<file path="src/rtl/game_move_engine.sv">
// rtl/game_move_engine.sv - Sokoban move engine with undo history and move/push counters
//
// Purpose: holds the live board {way,box,man}, executes one command per request
// (explicit direction, move toward cursor, undo), keeps a circular undo history
// and saturating move/push counters, and flags a win when all targets hold boxes.
//
// Ports:
//   clk_i, rst_i        clock, asynchronous active-high reset
//   load_i              load state_in_i/target_i, clear history and counters, abort command
//   state_in_i          {way,box,man}, man = {y,x}
//   target_i            goal-cell map
//   req_i, cmd_i        command request (taken only when idle) and opcode
//   dir_i, cursor_i     explicit direction / cursor {y,x}
//   state_out_o         current {way,box,man}
//   busy_o, done_o      command in flight / one-cycle completion pulse
//   result_o            with done_o: board changed
//   direction_o         with done_o: direction used (undo: original move direction)
//   move_cnt_o          successful moves
//   push_cnt_o          successful pushes
//   undo_avail_o        history non-empty
//   win_o               every target cell holds a box
module game_move_engine #(
    parameter int  XW    = 3,
    parameter int  YW    = 3,
    parameter int  DEPTH = 16,
    parameter int  CNT_W = 16,
    localparam int AW    = XW + YW,
    localparam int CELLS = 1 << AW,
    localparam int SW    = 2 * CELLS + AW
) (
    input  logic             clk_i,
    input  logic             rst_i,
    input  logic             load_i,
    input  logic [SW-1:0]    state_in_i,
    input  logic [CELLS-1:0] target_i,
    input  logic             req_i,
    input  logic [1:0]       cmd_i,
    input  logic [1:0]       dir_i,
    input  logic [AW-1:0]    cursor_i,
    output logic [SW-1:0]    state_out_o,
    output logic             busy_o,
    output logic             done_o,
    output logic             result_o,
    output logic [1:0]       direction_o,
    output logic [CNT_W-1:0] move_cnt_o,
    output logic [CNT_W-1:0] push_cnt_o,
    output logic             undo_avail_o,
    output logic             win_o
);

    localparam int HW = $clog2(DEPTH);
    localparam int CW = HW + 1;

    localparam logic [1:0] DIR_UP    = 2'd0;
    localparam logic [1:0] DIR_DOWN  = 2'd1;
    localparam logic [1:0] DIR_LEFT  = 2'd2;
    localparam logic [1:0] DIR_RIGHT = 2'd3;

    localparam logic [1:0] CMD_DIR    = 2'd0;
    localparam logic [1:0] CMD_CURSOR = 2'd1;
    localparam logic [1:0] CMD_UNDO   = 2'd2;

    typedef enum logic [1:0] {S_IDLE, S_EVAL, S_COMMIT} state_t;

    state_t state_q, state_d;

    logic [CELLS-1:0] way_q, box_q, target_q;
    logic [AW-1:0]    man_q;
    logic [CNT_W-1:0] move_cnt_q, push_cnt_q;
    logic [HW-1:0]    wr_ptr_q;
    logic [CW-1:0]    hist_cnt_q;
    logic [2:0]       hist_q [DEPTH];  // {dir, pushed}

    logic [1:0]       cmd_q, dir_q;
    logic [AW-1:0]    cursor_q;

    logic             ev_res_q, ev_push_q, ev_undo_q;
    logic             ev_res_d, ev_push_d, ev_undo_d;
    logic [AW-1:0]    ev_next_q, ev_skip_q, ev_next_d, ev_skip_d;
    logic [1:0]       ev_dir_q, ev_dir_d;

    logic             done_q, result_q, win_q, win_upd_q;
    logic [1:0]       direction_q;

    logic             accept, commit_en;

    // One step from pos in direction d; MSB flags leaving the grid.
    function automatic logic [AW:0] step(input logic [AW-1:0] pos, input logic [1:0] d);
        logic [XW-1:0] x;
        logic [YW-1:0] y;
        logic          oob;
        x   = pos[XW-1:0];
        y   = pos[AW-1:XW];
        oob = 1'b0;
        case (d)
            DIR_UP:    begin oob = (y == '0); y = y - YW'(1); end
            DIR_DOWN:  begin oob = (y == '1); y = y + YW'(1); end
            DIR_LEFT:  begin oob = (x == '0); x = x - XW'(1); end
            default:   begin oob = (x == '1); x = x + XW'(1); end
        endcase
        return {oob, y, x};
    endfunction

    // ---------------- FSM: state register ----------------
    always_ff @(posedge clk_i or posedge rst_i) begin
        if (rst_i) state_q <= S_IDLE;
        else       state_q <= state_d;
    end

    // ---------------- FSM: next state ----------------
    always_comb begin
        state_d = state_q;
        if (load_i) begin
            state_d = S_IDLE;
        end else begin
            case (state_q)
                S_IDLE:   if (req_i) state_d = S_EVAL;
                S_EVAL:   state_d = S_COMMIT;
                default:  state_d = S_IDLE;
            endcase
        end
    end

    // ---------------- FSM: outputs ----------------
    always_comb begin
        busy_o    = (state_q != S_IDLE);
        accept    = (state_q == S_IDLE) && req_i && !load_i;
        commit_en = (state_q == S_COMMIT) && !load_i;
    end

    // ---------------- Evaluation of the latched command ----------------
    logic [XW-1:0] cx, mx;
    logic [YW-1:0] cy, my;
    logic [AW-1:0] adx, ady;
    logic [1:0]    cur_dir, mv_dir;
    logic [AW:0]   st_n, st_s, un_n, un_s;
    logic [HW-1:0] rd_ptr;
    logic [2:0]    hist_top;

    always_comb begin
        cx = cursor_q[XW-1:0];
        cy = cursor_q[AW-1:XW];
        mx = man_q[XW-1:0];
        my = man_q[AW-1:XW];
        adx = (cx > mx) ? AW'(cx - mx) : AW'(mx - cx);
        ady = (cy > my) ? AW'(cy - my) : AW'(my - cy);
        // Ties resolve vertically.
        if (adx > ady) cur_dir = (cx > mx) ? DIR_RIGHT : DIR_LEFT;
        else           cur_dir = (cy > my) ? DIR_DOWN  : DIR_UP;

        mv_dir   = (cmd_q == CMD_CURSOR) ? cur_dir : dir_q;
        st_n     = step(man_q, mv_dir);
        st_s     = step(st_n[AW-1:0], mv_dir);
        rd_ptr   = wr_ptr_q - HW'(1);
        hist_top = hist_q[rd_ptr];
        // Undo walks the man back (opposite dir = d^1); a pushed box sits one step ahead.
        un_n     = step(man_q, hist_top[2:1] ^ 2'b01);
        un_s     = step(man_q, hist_top[2:1]);

        ev_res_d  = 1'b0;
        ev_push_d = 1'b0;
        ev_undo_d = 1'b0;
        ev_dir_d  = dir_q;
        ev_next_d = st_n[AW-1:0];
        ev_skip_d = st_s[AW-1:0];

        case (cmd_q)
            CMD_DIR, CMD_CURSOR: begin
                ev_dir_d = mv_dir;
                if (!((cmd_q == CMD_CURSOR) && (cursor_q == man_q)) && !st_n[AW]) begin
                    if (way_q[st_n[AW-1:0]]) begin
                        ev_res_d = 1'b1;
                    end else if (box_q[st_n[AW-1:0]] && !st_s[AW] && way_q[st_s[AW-1:0]]) begin
                        ev_res_d  = 1'b1;
                        ev_push_d = 1'b1;
                    end
                end
            end
            CMD_UNDO: begin
                if (hist_cnt_q != '0) begin
                    ev_res_d  = 1'b1;
                    ev_undo_d = 1'b1;
                    ev_dir_d  = hist_top[2:1];
                    ev_push_d = hist_top[0];
                    ev_next_d = un_n[AW-1:0];
                    ev_skip_d = un_s[AW-1:0];
                end
            end
            default: ;
        endcase
    end

    // ---------------- Board, counters, history pointers ----------------
    always_ff @(posedge clk_i or posedge rst_i) begin
        if (rst_i) begin
            way_q       <= '0;
            box_q       <= '0;
            man_q       <= '0;
            target_q    <= '0;
            move_cnt_q  <= '0;
            push_cnt_q  <= '0;
            wr_ptr_q    <= '0;
            hist_cnt_q  <= '0;
            cmd_q       <= '0;
            dir_q       <= '0;
            cursor_q    <= '0;
            ev_res_q    <= 1'b0;
            ev_push_q   <= 1'b0;
            ev_undo_q   <= 1'b0;
            ev_next_q   <= '0;
            ev_skip_q   <= '0;
            ev_dir_q    <= '0;
            done_q      <= 1'b0;
            result_q    <= 1'b0;
            direction_q <= '0;
            win_q       <= 1'b0;
            win_upd_q   <= 1'b0;
        end else if (load_i) begin
            way_q      <= state_in_i[SW-1 -: CELLS];
            box_q      <= state_in_i[AW +: CELLS];
            man_q      <= state_in_i[AW-1:0];
            target_q   <= target_i;
            move_cnt_q <= '0;
            push_cnt_q <= '0;
            wr_ptr_q   <= '0;
            hist_cnt_q <= '0;
            done_q     <= 1'b0;
            win_upd_q  <= 1'b1;
        end else begin
            done_q    <= 1'b0;
            win_upd_q <= 1'b0;
            // Win is re-derived one cycle after the board settles.
            if (win_upd_q) win_q <= &(~target_q | box_q);

            if (accept) begin
                cmd_q    <= cmd_i;
                dir_q    <= dir_i;
                cursor_q <= cursor_i;
            end

            if (state_q == S_EVAL) begin
                ev_res_q  <= ev_res_d;
                ev_push_q <= ev_push_d;
                ev_undo_q <= ev_undo_d;
                ev_next_q <= ev_next_d;
                ev_skip_q <= ev_skip_d;
                ev_dir_q  <= ev_dir_d;
            end

            if (commit_en) begin
                done_q      <= 1'b1;
                result_q    <= ev_res_q;
                direction_q <= ev_dir_q;
                win_upd_q   <= 1'b1;
                if (ev_res_q) begin
                    man_q <= ev_next_q;
                    if (ev_undo_q) begin
                        if (ev_push_q) begin
                            way_q[ev_skip_q] <= 1'b1;
                            way_q[man_q]     <= 1'b0;
                            box_q[ev_skip_q] <= 1'b0;
                            box_q[man_q]     <= 1'b1;
                            if (push_cnt_q != '0) push_cnt_q <= push_cnt_q - CNT_W'(1);
                        end
                        if (move_cnt_q != '0) move_cnt_q <= move_cnt_q - CNT_W'(1);
                        wr_ptr_q   <= wr_ptr_q - HW'(1);
                        hist_cnt_q <= hist_cnt_q - CW'(1);
                    end else begin
                        if (ev_push_q) begin
                            way_q[ev_next_q] <= 1'b1;
                            way_q[ev_skip_q] <= 1'b0;
                            box_q[ev_next_q] <= 1'b0;
                            box_q[ev_skip_q] <= 1'b1;
                            if (push_cnt_q != '1) push_cnt_q <= push_cnt_q + CNT_W'(1);
                        end
                        if (move_cnt_q != '1) move_cnt_q <= move_cnt_q + CNT_W'(1);
                        // A full history overwrites its oldest entry.
                        wr_ptr_q <= wr_ptr_q + HW'(1);
                        if (hist_cnt_q != CW'(DEPTH)) hist_cnt_q <= hist_cnt_q + CW'(1);
                    end
                end
            end
        end
    end

    // History storage needs no reset: entries are only read below hist_cnt_q.
    always_ff @(posedge clk_i) begin
        if (!rst_i && commit_en && ev_res_q && !ev_undo_q)
            hist_q[wr_ptr_q] <= {ev_dir_q, ev_push_q};
    end

    assign state_out_o  = {way_q, box_q, man_q};
    assign done_o       = done_q;
    assign result_o     = result_q;
    assign direction_o  = direction_q;
    assign move_cnt_o   = move_cnt_q;
    assign push_cnt_o   = push_cnt_q;
    assign undo_avail_o = (hist_cnt_q != '0);
    assign win_o        = win_q;

endmodule
</file>
<file path="config.mk">
export PLATFORM = sky130hd
export DESIGN_NAME = game_move_engine
export DESIGN_NICKNAME = d
export VERILOG_FILES = /design/src/rtl/game_move_engine.sv
export SDC_FILE = /design/constraint.sdc
export NUM_CORES = 1
export LEC_CHECK = 0
export ABC_AREA = 1
export ABC_CLOCK_PERIOD_IN_PS = 14400
export CAP_MARGIN = 0
export CORE_MARGIN = 1
export CORE_UTILIZATION = 35
export CTS_CLUSTER_SIZE = 20
export DETAILED_ROUTE_END_ITERATION = 10
export DONT_BUFFER_PORTS = 1
export GPL_ROUTABILITY_DRIVEN = 0
export SYNTH_ARGS = -nofsm -noshare
export SYNTH_HDL_FRONTEND = slang
export SYNTH_SLANG_ARGS = --single-unit
</file>
<file path="constraint.sdc">
create_clock -name clk_i -period 14.4 [get_ports clk_i]
set_clock_uncertainty 0.05 [all_clocks]
set_input_delay 2.88 -clock clk_i [delete_from_list [all_inputs] [get_ports clk_i]]
set_output_delay 2.88 -clock clk_i [all_outputs]
set_load 0.005 [all_outputs]
</file>
==> results of run 1 <==
==> cells in the final DEF, fill, tap and decap left out, drive strengths merged, types with 8 or more instances in the layout <==
cell type  Yosys  layout
o22ai         27      27
nand2        723     723
ha            58      58
buf           55      25
nand4         16      16
edfxtp        48      48
a21oi        158     158
clkbuf        88      53
o221ai        28      28
dfrtp        274     274
nor2         390     390
nor4          12      12
o21ai        420     420
o2111ai        8       8
o211ai        41      41
a211oi        28      28
diode          0      14
o32ai         55      55
inv          404     406
fa            11      11
a22oi         56      56
xnor2         14      14
xor2          11      11
nand3        177     177
nor3          59      59
clkinv        11      22
==> per-stage QoR <==
stage               total power, mW  utilization  instance area, sq um  std cells
finish                         4.06        0.389                 24600       4023
CTS                            4.02        0.388                 24600       4009
global placement               2.95        0.367                 23200       3936
global route                   4.27        0.389                 24600       4023
detailed placement             2.97        0.367                 23200       3936
floorplan                      2.43            -                 22500       3208
==> logic make-up after synthesis <==
kind of cell,Yosys count,synth area share
AO/OA/AOI/OAI,847,0.224
XOR/XNOR,25,0.00972
adder cells (fa/ha/maj),69,0.0420
buffers and inverters,558,0.0976
flip-flops,322,0.369
multiplexers,1,0.000445
AND/OR/NAND/NOR,1386,0.258
==> worst paths after layout <==
path,startpoint,endpoint,slack [ns],depth (start not counted)
max,man_q[1],ev_push_q,7.42,35
min,target_q[46],target_q[46],0.42,2
max reg2reg,man_q[1],ev_push_q,7.42,35
min reg2reg,target_q[46],target_q[46],0.42,2
max in group asynchronous,rst_i,box_q[26],9.77,3
min in group asynchronous,rst_i,done_o,2.17,1
==> area by class of cell <==
type                            count  area [sq um]
Sequential cell                   322          8300
Fill cell                        6761         38700
Timing Repair Buffer               25           188
Multi-Input combinational cell   2328         12100
Inverter                          415          1570
Clock buffer                       53          1140
Tap cell                          846          1060
Antenna cell                       14          35.0
Clock inverter                     20           198
==> report_power, final <==
part	leakage, nW	total [mW]	switching [mW]	internal (mW)
Clock	0.653	1.05	0.438	0.614
Sequential	3.77	1.33	0.258	1.07
Combinational	6.13	1.68	1.19	0.489
Total	10.5	4.06	1.88	2.17
==> flip-flops by register name (all words and copies together), names as in the netlist, 4 cells and up <==
signal      count
target_q       64
box_q          64
hist_cnt_q      5
move_cnt_o     16
way_q          64
wr_ptr_q        4
push_cnt_o     16
man_q           6
cursor_q        6
hist_q         48
ev_skip_q       6
ev_next_q       6
==> critical path: cells and delay by family, from the launching register on <==
family | cells | cell delay (ns)
flops | 1 | 0.72
compound gates | 4 | 0.57
fa+ha+maj | 4 | 1.76
simple gates | 20 | 2.54
buf+inv | 7 | 1.25
==> per-layer routing <==
layer  vias to the layer above  global-route usage  wire length (microns)
met1                     10800               0.371                  38600
met4                         8               0.149                   4940
met2                      1278               0.435                  42700
met3                       284              0.0716                  10100
li1                      10700                   -                      -
met5                         -                   0                     55
==> results by group, run 1 <==
Place
  – Pre-CTS setup slack: 7.49 ns
  – DP Wirelength: 67,800 microns
  – PortBufs: 0

Critical path
  – Startpoint Class: flip-flop
  – Most common cell type on the critical path: nand2_1
  – CP max stage cell: dfrtp_1
  – Critical Path End Type: flip-flop
  – CP arrival: 7.44 ns
  – Critical path required time: 14.86 ns
  – Crit path largest cell delay: 0.72 ns
  – Crit path kind: flip-flop to flip-flop
  – Max FO, Critical Path: 40

Clock network
  – Clock Sinks: 322
  – TritonCTS clock tree: yes
  – H-Tree Depth: 2
  – Clock latency on the worst-skew pair: 0.59 ns
  – Hold buffers post-CTS: 0
  – Post-CTS Setup Inserts: 0
  – CTS Root Cell: clkbuf_16
  – TritonCTS Buffers: 40
  – Clk slew on worst S/H paths: 0.06 ns
  – Clock tree buffer depth: 3
  – Post-cts sizing count: 0

Routing
  – First DRT Iteration DRCs: 2,877
  – Drt total wl: 96,400 microns
  – Via/cell ratio: 5.73
  – Antenna viol nets, final: 0
  – Remaining DRCs: 0
  – Routed vias: 23,100
  – Drt first pass iters: 9
  – WL per Instance: 24.0 microns

Global routing
  – Largest net degree at the start of global routing: 244
  – Global-route wire length before repair: 141,000 microns
  – Grt ovf: 0
  – Vias in the first global route: 21,100
  – Initial antenna violation count: 19
  – GRT Util Overall: 0.285

Synthesis
  – Sequential share of the synthesized area: 0.369
  – Yosys top cell by area: dfrtp_1
  – Top-count cell post-synth: nand2_1
  – Distinct cells, synth: 61
  – Post-synthesis average cell area: 7.02 sq um
  – Synth top area cells: dfrtp_1 (30%), nand2_1 (12%), o21ai_0 (8.8%)
  – Syn nets: 3,489
  – Asr flop ratio synth: 0.851
  – Synth Register Bits: 322
  – Post-Syn Area: 22,500 sq um
  – Top_reg_cell synth: dfrtp_1
  – Post-synth EDFFs: 48
  – Ys Warns: 0
  – Top cells by count, synth: nand2_1 (709), o21ai_0 (394), inv_1 (388)
  – Syn Inst Count: 3,208
  – Share of the synthesized area in the top cell type: 0.305

STA
  – Fmax: 143 MHz
  – Least-Margin Pin Slew: 1.18 ns
  – Hold Fails Final Rpt: 0
  – RSZ-0062 raised after global routing: false
  – Worst slew margin relative to its limit: 0.212
  – TNS Setup: 0 ns
  – Final Hold Slack: 0.422 ns
  – Final number of setup-violating endpoints: 0
  – Fin. max-slew vios: 0
  – Post-layout min period: 6.98 ns
  – Setup ws final: 7.42 ns
  – Final period utilization: 0.485

Power
  – Leakage: 10.5 nW
  – VDD IR-drop max: 0.0000971 V
  – Power Density: 165 nW/um^2

Final layout
  – Area grow syn2layout: 9.31%
  – Share of cells above drive strength 1: 0.0503
  – Final net count: 3,413

Floorplanning
  – I/O pin count: 385
  – Core area: 63,300 sq um
  – FP Rows: 92
  – Die area: 65,300 sq um
  – Die Wd: 256 microns
  – Die Ht: 256 microns
  – Starting density of the core: 0.356

Min path
  – Class of the worst hold path: flip-flop to flip-flop

Outcome
  – Status: finished clean

Flow run
  – Max-cap viol count: 0
(Power assumes the default switching activity.)
==> run 2, diff against run 1 <==
--- a/config.mk
+++ b/config.mk
@@ -6,7 +6,7 @@
 export NUM_CORES = 1
 export LEC_CHECK = 0
 export ABC_AREA = 1
-export ABC_CLOCK_PERIOD_IN_PS = 14400
+export ABC_CLOCK_PERIOD_IN_PS = 6120
 export CAP_MARGIN = 0
 export CORE_MARGIN = 1
 export CORE_UTILIZATION = 35
==> constraint.sdc (replaced) <==
create_clock -name clk_i -period 6.12 [get_ports clk_i]
set_clock_uncertainty 0.05 [all_clocks]
set_input_delay 1.224 -clock clk_i [delete_from_list [all_inputs] [get_ports clk_i]]
set_output_delay 1.224 -clock clk_i [all_outputs]
set_load 0.005 [all_outputs]
==> run 2 against run 1 <==
Core utilization up 0.16 points. Cell count is 0.37% higher. Setup slack got worse by 6.7 ns. Clock power up 130%. Critical path type unchanged. Critical endpoint unchanged. Largest cell class unchanged. Largest power group unchanged. Highest routed layer unchanged.
==> results by group, run 2 (same netlist as run 1, synthesis figures left out) <==
Min path
  – Class of the worst hold path: flip-flop to flip-flop (unchanged)

STA
  – Least-Margin Pin Slew: 1.32 ns (was 1.18 ns)
  – TNS Setup: 0 ns (unchanged)
  – Final number of setup-violating endpoints: 0 (unchanged)
  – Post-layout min period: 5.45 ns (was 6.98 ns)
  – Fmax: 184 MHz (was 143 MHz)
  – Setup ws final: 0.671 ns (was 7.42 ns)
  – RSZ-0062 raised after global routing: false (unchanged)
  – Hold Fails Final Rpt: 0 (unchanged)
  – Worst slew margin relative to its limit: 0.113 (was 0.212)
  – Fin. max-slew vios: 0 (unchanged)
  – Final period utilization: 0.890 (was 0.485)

Place
  – DP Wirelength: 67,800 microns (about the same)
  – Area after DPL: 23,400 sq um (was 23,200 sq um)
  – Post-Place Cells: 3,957 (was 3,936)
  – Pre-CTS setup slack: 0.783 ns (was 7.49 ns)
  – PortBufs: 0 (unchanged)

Clock network
  – Clock latency on the worst-skew pair: 0.59 ns (about the same)
  – Clock Sinks: 322 (unchanged)
  – TritonCTS Buffers: 39 (was 40)
  – Post-cts sizing count: 0 (unchanged)
  – Clk slew on worst S/H paths: 0.07 ns (was 0.06 ns)
  – TritonCTS clock tree: yes (unchanged)
  – Clock tree buffer depth: 3 (unchanged)
  – Hold buffers post-CTS: 0 (unchanged)
  – H-Tree Depth: 2 (unchanged)
  – Post-CTS Setup Inserts: 0 (unchanged)
  – CTS Root Cell: clkbuf_16 (unchanged)

Critical path
  – Max FO, Critical Path: 31 (was 40)
  – Startpoint Class: flip-flop (unchanged)
  – Crit path largest cell delay: 0.56 ns (was 0.72 ns)
  – Most common cell type on the critical path: nand2_1 (unchanged)
  – CP max stage cell: fa_1 (was dfrtp_1)
  – CP arrival: 5.93 ns (was 7.44 ns)
  – Critical path required time: 6.60 ns (was 14.86 ns)
  – Crit path kind: flip-flop to flip-flop (unchanged)
  – Critical Path End Type: flip-flop (unchanged)

Global routing
  – Grt ovf: 0 (unchanged)
  – Vias in the first global route: 21,300 (was 21,100)
  – Initial antenna violation count: 11 (was 19)
  – GRT Util Overall: 0.285 (about the same)
  – Global-route wire length before repair: 142,000 microns (was 141,000 microns)
  – Largest net degree at the start of global routing: 244 (unchanged)

Power
  – Leakage: 10.6 nW (was 10.5 nW)
  – Power Density: 387 nW/um^2 (was 165 nW/um^2)
  – VDD IR-drop max: 0.000218 V (was 0.0000971 V)

Routing
  – Remaining DRCs: 0 (unchanged)
  – Routed vias: 23,200 (was 23,100)
  – Antenna viol nets, final: 0 (unchanged)
  – First DRT Iteration DRCs: 2,899 (was 2,877)
  – Via/cell ratio: 5.74 (was 5.73)
  – WL per Instance: 23.7 microns (was 24.0 microns)
  – Drt total wl: 95,800 microns (was 96,400 microns)
  – Drt first pass iters: 6 (was 9)

Final layout
  – Biggest regs: box_q: 64 flops, target_q: 64 flops, way_q: 64 flops (unchanged)
  – Final net count: 3,433 (was 3,413)
  – Most common cell after layout, fill and taps aside: nand2_1 (unchanged)
  – Area grow syn2layout: 9.75% (was 9.31%)
  – Post-layout util: 0.390 (was 0.389)
  – Final instance area: 24,700 sq um (was 24,600 sq um)
  – Most frequent cells in the layout: nand2_1 (709), o21ai_0 (394), inv_1 (385) (unchanged)
  – Layout Cells excl Fill: 4,038 (was 4,023)
  – Fillers: 6,705 (was 6,761)
  – Share of cells above drive strength 1: 0.0531 (was 0.0503)

Floorplanning
  – FP Rows: 92 (unchanged)
  – Starting density of the core: 0.356 (unchanged)
  – Core area: 63,300 sq um (unchanged)
  – Die area: 65,300 sq um (unchanged)
  – Die Ht: 256 microns (unchanged)
  – Die Wd: 256 microns (unchanged)
  – I/O pin count: 385 (unchanged)

Outcome
  – Status: finished clean (unchanged)

Flow run
  – Max-cap viol count: 0 (unchanged)
-- run 2: per-stage QoR --
step	power, mW	hold slack (ns)
after global placement	7.00	0.403
final	9.56	0.418
after global routing	10.1	0.443
after floorplan	5.71	0.388
after detailed placement	7.02	0.410
after CTS	9.49	0.424
-- run 2: final timing paths --
kind / startpoint / to / slack [ns] / cells after the start
worst min-delay path: target_q[48] / target_q[48] / 0.42 / 2
max in group asynchronous: rst_i / box_q[29] / 4.21 / 3
worst min register to register: target_q[48] / target_q[48] / 0.42 / 2
worst max-delay path: cursor_q[3] / ev_push_q / 0.67 / 36
worst max register to register: cursor_q[3] / ev_push_q / 0.67 / 36
min in group asynchronous: rst_i / ev_skip_q[1] / 0.65 / 2
-- run 2: report_power, final --
part           switching (mW)  internal (mW)  leakage, nW  total [mW]
clock                    1.04           1.41        0.624        2.45
combinational            2.83           1.18         6.22        4.01
sequential              0.585           2.52         3.77        3.10
total                    4.45           5.12         10.6        9.56
-- run 2: routing by layer --
| metal | global-route usage | up-vias | part of all wire |
|---|---|---|---|
| li1 | - | 10700 | - |
| met1 | 0.369 | 10900 | 0.41 |
| met2 | 0.437 | 1260 | 0.44 |
| met3 | 0.0849 | 265 | 0.10 |
| met4 | 0.129 | 2 | 0.051 |
| met5 | 0 | - | 0.000094 |
-- run 2: final cells by class --
| class | instances | area, sq um | area share |
|---|---|---|---|
| inverter | 415 | 1560 | 0.0633 |
| tap | 846 | 1060 | 0.0428 |
| multi-input combinational | 2328 | 12100 | 0.489 |
| clock inverter | 20 | 233 | 0.00942 |
| sequential | 322 | 8300 | 0.336 |
| clock buffer | 51 | 1070 | 0.0434 |
| timing repair buffer | 46 | 370 | 0.0150 |
| antenna | 10 | 25.0 | 0.00101 |
-- run 2: worst max-delay path, delay by kind of cell (launching register included) --
family,cells,cell delay [ns]
buffers and inverters,6,0.73
muxes,1,0.20
AOI/OAI and AO/OA,1,0.17
and+or+nand+nor,23,2.09
DFF,1,0.37
adders and majority gates,5,1.79
